[src/rtl/arb_pkg.sv]
// Shared definitions for the 4-requester round-robin arbiter.
// Holds the requester count, the index and hold-counter widths, the
// two-state FSM encoding, and the rotating-priority selection helper.
package arb_pkg;

    localparam int N_REQ  = 4;
    localparam int IDX_W  = 2;
    localparam int HOLD_W = 8;

    typedef enum logic {
        IDLE = 1'b0,
        BUSY = 1'b1
    } arb_state_e;

    // Returns the first set request bit in the order ptr, ptr+1, ptr+2, ptr+3
    // (mod N_REQ). The loop runs from the farthest offset down to offset 0 so
    // the closest requester to ptr is written last and wins. If no bit is set,
    // ptr itself is returned; callers only use the result when req != 0.
    function automatic logic [IDX_W-1:0] rr_select(
        input logic [N_REQ-1:0] req,
        input logic [IDX_W-1:0] ptr
    );
        logic [IDX_W-1:0] sel;
        logic [IDX_W-1:0] idx;
        sel = ptr;
        for (int j = N_REQ - 1; j >= 0; j--) begin
            idx = ptr + j[IDX_W-1:0];
            if (req[idx]) begin
                sel = idx;
            end else begin
                sel = sel;
            end
        end
        return sel;
    endfunction

endpackage

[src/rtl/round_robin_arbiter_4_decoder.sv]
// decoder2to4withEnable: 2-to-4 one-hot decoder with an enable.
// Ports:
//   A  - 2-bit binary index
//   En - enable; when low the output is all zeros
//   Y  - one-hot output, Y[A] = 1 when En is high
module decoder2to4withEnable (
    input  logic [1:0] A,
    input  logic       En,
    output logic [3:0] Y
);

    // One-hot decode of A, forced to zero when disabled.
    always_comb begin
        Y = 4'b0000;
        if (En) begin
            case (A)
                2'd0:    Y = 4'b0001;
                2'd1:    Y = 4'b0010;
                2'd2:    Y = 4'b0100;
                2'd3:    Y = 4'b1000;
                default: Y = 4'b0000;
            endcase
        end else begin
            Y = 4'b0000;
        end
    end

endmodule

[src/rtl/round_robin_arbiter_4.sv]
// round_robin_arbiter_4: four-requester round-robin arbiter with a bounded
// hold time. A requester keeps its grant while it holds req high; once it has
// held the grant for MAX_HOLD cycles and someone else is waiting, the grant is
// revoked and preempt pulses. Every release inserts one idle cycle.
// Ports:
//   clk     - rising-edge clock
//   rst     - asynchronous active-high reset
//   req     - request per requester (bit i = requester i)
//   gnt     - one-hot grant, zero when idle
//   gnt_idx - index of the current or most recent owner
//   busy    - high while a grant is asserted
//   preempt - one-cycle pulse on the cycle after a MAX_HOLD revocation
module round_robin_arbiter_4
    import arb_pkg::*;
#(
    parameter int MAX_HOLD = 8
) (
    input  logic             clk,
    input  logic             rst,
    input  logic [N_REQ-1:0] req,
    output logic [N_REQ-1:0] gnt,
    output logic [IDX_W-1:0] gnt_idx,
    output logic             busy,
    output logic             preempt
);

    localparam logic [HOLD_W-1:0] HOLD_LIM = HOLD_W'(MAX_HOLD - 1);

    arb_state_e        r_state;
    logic [IDX_W-1:0]  r_ptr;
    logic [HOLD_W-1:0] r_hold_cnt;
    logic [IDX_W-1:0]  r_gnt_idx;
    logic              r_busy;
    logic              r_preempt;

    logic [IDX_W-1:0]  w_sel;
    logic [N_REQ-1:0]  w_gnt;
    logic              w_owner_req;
    logic              w_other_req;
    logic              w_hold_full;

    // gnt is a pure decode of registered state, so req never reaches it.
    decoder2to4withEnable u_gnt_dec (
        .A  (r_gnt_idx),
        .En (r_busy),
        .Y  (w_gnt)
    );

    assign w_sel       = rr_select(req, r_ptr);
    assign w_owner_req = req[r_gnt_idx];
    // Only meaningful in BUSY, where w_gnt masks out the owner's own bit.
    assign w_other_req = |(req & ~w_gnt);
    assign w_hold_full = (r_hold_cnt == HOLD_LIM);

    // Arbitration FSM with pointer, hold counter and registered outputs.
    always_ff @(posedge clk or posedge rst) begin
        if (rst) begin
            r_state    <= IDLE;
            r_ptr      <= '0;
            r_hold_cnt <= '0;
            r_gnt_idx  <= '0;
            r_busy     <= 1'b0;
            r_preempt  <= 1'b0;
        end else begin
            case (r_state)
                IDLE: begin
                    r_preempt <= 1'b0;
                    if (|req) begin
                        r_state    <= BUSY;
                        r_busy     <= 1'b1;
                        r_gnt_idx  <= w_sel;
                        r_ptr      <= w_sel + IDX_W'(1);
                        r_hold_cnt <= '0;
                    end else begin
                        r_state <= IDLE;
                        r_busy  <= 1'b0;
                    end
                end
                BUSY: begin
                    if (!w_owner_req) begin
                        // Owner finished: normal release.
                        r_state   <= IDLE;
                        r_busy    <= 1'b0;
                        r_preempt <= 1'b0;
                    end else if (w_hold_full && w_other_req) begin
                        // Hold budget spent and someone waits: revoke.
                        r_state   <= IDLE;
                        r_busy    <= 1'b0;
                        r_preempt <= 1'b1;
                    end else begin
                        // Keep the grant; the counter saturates so a lone
                        // owner is preempted as soon as a rival shows up.
                        r_preempt <= 1'b0;
                        if (!w_hold_full) begin
                            r_hold_cnt <= r_hold_cnt + 8'd1;
                        end else begin
                            r_hold_cnt <= r_hold_cnt;
                        end
                    end
                end
                default: begin
                    r_state   <= IDLE;
                    r_busy    <= 1'b0;
                    r_preempt <= 1'b0;
                end
            endcase
        end
    end

    assign gnt     = w_gnt;
    assign gnt_idx = r_gnt_idx;
    assign busy    = r_busy;
    assign preempt = r_preempt;

endmodule

[config.mk]
export PLATFORM = sky130hd
export DESIGN_NAME = round_robin_arbiter_4
export DESIGN_NICKNAME = d
export VERILOG_FILES = /design/src/rtl/arb_pkg.sv /design/src/rtl/round_robin_arbiter_4_decoder.sv /design/src/rtl/round_robin_arbiter_4.sv
export SDC_FILE = /design/constraint.sdc
export NUM_CORES = 1
export LEC_CHECK = 0
export BUFFER_PORTS_ARGS = -buffer_cell sky130_fd_sc_hd__buf_2
export CAP_MARGIN = 15
export CORE_MARGIN = 5
export CORE_UTILIZATION = 52
export CTS_BUF_LIST = sky130_fd_sc_hd__clkbuf_2
export DETAILED_ROUTE_END_ITERATION = 8
export HOLD_SLACK_MARGIN = 0.06
export PLACE_DENSITY = 0.82
export SLEW_MARGIN = 20
export SYNTH_ARGS = -nofsm -noshare
export SYNTH_HDL_FRONTEND = slang
export SYNTH_HIERARCHICAL = 1
export SYNTH_SLANG_ARGS = --single-unit
[constraint.sdc]
create_clock -name clk -period 1.9 [get_ports clk]
set_input_delay 0.095 -clock clk [delete_from_list [all_inputs] [get_ports clk]]
set_output_delay 0.095 -clock clk [all_outputs]
set_load 0.005 [all_outputs]
Word level (Yosys, flattened, before mapping). Index checks and enable logic that the tools add are counted.

Flip-flop bits (word level): 15. Word-level logic and storage cells: 65. Output and inout bits: 8.

Multiplexer cells: 31. Order comparisons: 5. Reduce and logical (&&, ||, !) cells: 6. $add $sub $neg: 5. Equal/unequal tests: 9. Bitwise operators: 3.

Operators with widths (count): $mux 8 (4); $pmux 4 s4 (1); $pmux 8 s2 (1); $lt 2x3->1 const B (5); $mux 1 (12); $bmux 1 s2 (5); $add 8x1->8 const B (1); $eq 8x3->1 const B (1); $mux 2 (4); $reduce_or 4->1 (2); $ne 2x2->1 const B (3); $pmux 1 s2 (3); $add 2x1->2 const B (2); $add 2x2->2 const B (2); $and 4x4->4 (1); $eq 2x2->1 const B (2); $mux 4 (1); $not 4->4 (1); $reduce_and 4->1 (1); $ne 3x2->1 const B (1); $eq 2x1->1 const B (1); $logic_not 2->1 (1); $ne 2x1->1 const B (1); $reduce_and 2->1 (1); 2 further kinds (2).

Depth between registers and ports, before layout.
Depth after elaboration: 10. Depth in mapped cells: 6. Depth with buffers taken out: 6.

By module. Netlist, hierarchy kept.

By module, submodules not included: round_robin_arbiter_4 (seq. area each 375.4 um2, area each 860.8 um2, cells an instance 93, times used 1); decoder2to4withEnable (seq. area each 0.0 um2, area each 37.5 um2, cells an instance 4, times used 1).

Worst setup path before layout. Ideal clock, no wire load.

Kind: reg-to-reg. Start point: reg r_hold_cnt[4]. End point: reg r_hold_cnt[0]. Buffers on the path: 0. Cell stages (with the launch flop): 5. Required time: 1775 ps. Slack: -5 ps. Data arrival time: 1780 ps. Library setup time: 125 ps. Cells stage by stage: dfrtp_1 or4b_2 nor4_2 nor2_2 mux2_4.

Cells in the longest elaborated chain, start to end: 4. Elaborated cells on any way between the ends: 5.

Ends and longest elaborated chain: start: declaration (RTL line round_robin_arbiter_4.sv:31) `logic [HOLD_W-1:0] r_hold_cnt;`; start signal: assignment (RTL line round_robin_arbiter_4.sv:95) `r_hold_cnt <= r_hold_cnt + 8'd1;`; start signal: assignment (RTL line round_robin_arbiter_4.sv:97) `r_hold_cnt <= r_hold_cnt;`; $eq 8x3->1 (*) (RTL line round_robin_arbiter_4.sv:53) `assign w_hold_full = (r_hold_cnt == HOLD_LIM);`; $logic_and 1x1->1 (RTL line round_robin_arbiter_4.sv:85) `end else if (w_hold_full && w_other_req) begin`; $ne 2x2->1 (no source line); $reduce_and 4->1 (no source line) (*).

Mark *: on every way between the ends. The rest lies on a longest branch, timed or not. A chain may end at the register's enable or synchronous reset.

Worst setup path after layout.
Start point: reg r_gnt_idx[1], in the netlist gnt_idx[1]. End point: reg r_hold_cnt[0].

Cells in the longest elaborated chain, start to end: 9. Elaborated cells on any way between the ends: 15.

Ends and longest elaborated chain: start: declaration (RTL line round_robin_arbiter_4.sv:32) `logic [IDX_W-1:0] r_gnt_idx;`; start signal: assignment (RTL line round_robin_arbiter_4.sv:71) `r_gnt_idx <= w_sel;`; $eq 2x2->1 (tied with other cells) (RTL line round_robin_arbiter_4_decoder.sv:16) `case (A)`; $pmux 4 s4 (RTL line round_robin_arbiter_4_decoder.sv:16); $mux 4 (RTL line round_robin_arbiter_4_decoder.sv:15) `if (En) begin`; $not 4->4 (RTL line round_robin_arbiter_4.sv:52) `assign w_other_req = |(req & ~w_gnt);`; $and 4x4->4 (RTL line round_robin_arbiter_4.sv:52); $reduce_or 4->1 (RTL line round_robin_arbiter_4.sv:52); $logic_and 1x1->1 (RTL line round_robin_arbiter_4.sv:85); $ne 2x2->1 (no source line); $reduce_and 4->1 (no source line) (*).

Mark *: on every way between the ends. The rest lies on a longest branch, timed or not. The select of a mux whose other input is x is not followed.

==> run summary <==
## Floorplan
• **area of the die** 2659 µm²
• **Placeable Area** 1689 µm²
• **height of the die** 51.57 µm
• **count of standard-cell rows** 15
• **initial cell density of the core** 53.19%
• **die boundary width** 51.57 µm
• **number of top-level pins** 14

## Final layout
• **combined flip-flop and latch cell area** 376.6 µm²
• **antenna cell count** 0
• **net count reported at finish** 133
• **post-route standard cell area excluding fillers** 1107 µm²
• **fill cell count** 138
• **share of layout cells above drive strength 1** 32.00%
• **area grow syn2layout** 23.26%
• **commonest cells after routing, fill and taps aside** 14 x dfrtp_1, 13 x nor2_1, 13 x buf_2, 12 x buf_4, 8 x inv_1
• **most frequent standard cell in the layout excluding fill and tap cells** dfrtp_1
• **Multi-input gate area** 494.2 µm²

## Placement
• **HPWL reported at the end of detailed placement** 1590 µm
• **IO Port Bufs** 13
• **post-place instance area** 1042 µm²
• **weighted congestion at the end of routability-driven global placement** 0.8313

## Worst setup path
• **crit path DAT** 2.03 ns
• **R2R Setup Slk** 0.08 ns
• **R2R Path End** r_hold_cnt[0]
• **maximum fanout encountered on the critical timing path** 8
• **Worst setup EP type** flip-flop
• **r2r worst-path depth** 5
• **Critical Path Start Type** flip-flop
• **worst flop-to-flop path startpoint** gnt_idx[1]
• **launch point of the critical path** gnt_idx[1]
• **data required time at the worst endpoint** 2.11 ns
• **WS Path Type** reg -> reg

## Routing
• **Routed met3 length** 45 µm
• **met2 WL post-DR** 1075 µm
• **count of nets left with antenna violations after detail routing** 0
• **Routed wire per std cell** 14.61 µm
• **count of vias placed by the detailed router** 810
• **Max Used Layer** met4
• **routed vias/inst** 5.704
• **sum of routed wire segments on met1** 900 µm
• **Final Routed Wirelength** 2075 µm
• **detailed router's first-iteration violation count** 22
• **drt pass-1 iters** 4
• **number of DRC violations after detailed routing** 0

## Synthesis
• **largest area contributor in the netlist** dfrtp_1
• **cell count after synthesis** 97
• **count of warnings emitted by yosys** 6
• **sequential cell area fraction in the yosys report** 41.78%
• **number of storage elements in the synthesis netlist** 15
• **Top FF cell, synth** dfrtp_1
• **post-synthesis average cell area** 9.261 µm²
• **Synth top area share** 41.78%
• **top post-synthesis cells by area** dfrtp_1 42%, nor2_1 5.4%, xnor2_1 4.9%, inv_1 3.3%, nor2b_1 2.8%
• **post-synthesis cell area** 898.4 µm²
• **proportion of register bits with asynchronous set or reset after synthesis** 100.0%
• **number of nets in the synthesized netlist** 104
• **number of synthesized flops with an enable pin** 0
• **number of library cell types mapped by synthesis** 38

## CTS
• **Root Driver** clkbuf_2
• **later-pin clock latency in the skew report** 0.30 ns
• **clock edge transition at the registers on the reported setup and hold paths** 0.16 ns
• **TritonCTS buffer count** 3
• **maximum clock path buffer count** 2
• **number of clock sinks** 15
• **number of H-tree branching levels** 1
• **CTS tree** done

## GRT
• **GRT Overall Usage** 19.44%
• **wire length of the first global-routing pass** 3677 µm
• **via count of the first global-routing pass** 829
• **maximum number of pins on one net before global-route repair** 16
• **antenna violations before repair** 0
• **total gr overflow** 0

## Worst hold path
• **Endpoint, Worst Hold** gnt_idx[1]
• **Hold/Removal Path Class** in -> reg
• **instance count along the most critical hold path** 4
• **start point of the worst min-delay path** req[1]

## Timing
• **clk_skew** 0.004775 ns
• **Fmax** 549.6 MHz
• **Hold Worst Slack** 0.2547 ns
• **shortest period the worst path allows** 1.819 ns
• **setup repair after global routing missed its margin** false
• **Worst-Margin Slew** 0.5402 ns
• **period utilisation layout** 95.76%
• **fin. max-slew vios** 0
• **Final setup violation count** 0
• **worst slew margin relative to its limit** 63.95%
• **final-report hold violation count** 0

## Pwr
• **leak pwr** 0.5314 nW
• **power density over cell area** 1283 nW/µm²
• **Max VDD drop** 0.0009134 V

## Status
• **run status** finished clean

## Flow run
• **max-cap violations** 0

[layout make-up]
class,instances,area share (%)
flip-flops and latches,15,34.01
clock buffers,3,1.356
clock inverters,1,0.4520
multi-input cells,72,44.63
inverters,8,2.712
repair buffers,26,14.92
well taps,17,1.921
[logic make-up after synthesis]
group,Yosys count,synth area share (%)
AND/OR/NAND/NOR,42,27.02
AO/OA/AOI/OAI,20,15.04
multiplexers,4,5.292
buffers and inverters,10,4.596
flip-flops,15,41.78
adder cells (fa/ha/maj),1,1.393
XOR/XNOR,5,4.874
[Yosys cell counts, types with 2 or more instances]
cell type   n
and3b_1     2
nor3_1      2
dfrtp_1    15
xnor2_1     5
o22ai_1     2
nor2_1     13
nor2b_1     4
mux2_2      2
o21ai_0     5
o21a_1      2
nand3_1     3
a21oi_1     3
nand2_1     5
inv_1       8
and2_1      3
[report_power, final]
part           internal, mW  switching [mW]  leakage (nW)  total, mW
Clock                0.0476           0.111        0.0164      0.159
Combinational         0.379           0.348         0.323      0.726
Sequential            0.414           0.122         0.192      0.536
Total                 0.841           0.581         0.531       1.42
[what timing repair did]
item / in CTS / in global routing
pin swaps: 1 / 1
buffers inserted: 0 / 4
endpoints found under the setup margin: 1 / 5
resized for setup: 0 / 2
hold buffers: 1 / 0
hold endpoints to repair: 15 / 0
[how the worst max path moves through the flow]
stage / slack, ns / endpoint / cells after the start
after floorplan: 0.04 / r_hold_cnt[0] / 4
after CTS: 0.03 / r_hold_cnt[0] / 4
final: 0.08 / r_hold_cnt[0] / 5
after global routing: 0.001 / r_hold_cnt[0] / 5
after global placement: 0.03 / r_hold_cnt[0] / 4
after detailed placement: -0.03 / r_hold_cnt[0] / 4
[critical path: stages (launching register included)]
cell and delay (ns):
dfrtp_2 0.43, mux2_2 0.36, a222oi_1 0.34, buf_4 0.23
nor2_2 0.07, mux2_4 0.30
[metal layers]
layer | GRT usage [%] | vias up
met5 | 0 | -
met4 | 11.79 | 0
met3 | 4.298 | 6
met2 | 33.47 | 13
met1 | 21.69 | 384
li1 | - | 407
[registers in the layout (all words and copies together), names as in the netlist]
name,cells
busy,1
gnt_idx,2
preempt,1
r_hold_cnt,8
r_ptr,2
r_state,1
[metrics by stage]
step                      cells  TNS (ns)  total power, mW  util (%)  setup WS (ns)
final                       142         0            1.421     65.56        0.08054
after global routing        142         0            1.555     65.56       0.001190
after CTS                   138         0            1.356     63.48        0.03204
after detailed placement    133  -0.02583            1.197     61.70       -0.02583
after global placement      133         0            1.158     61.70        0.03175
after floorplan              97         0           0.9773         -        0.04325
(Power assumes the default switching activity.)
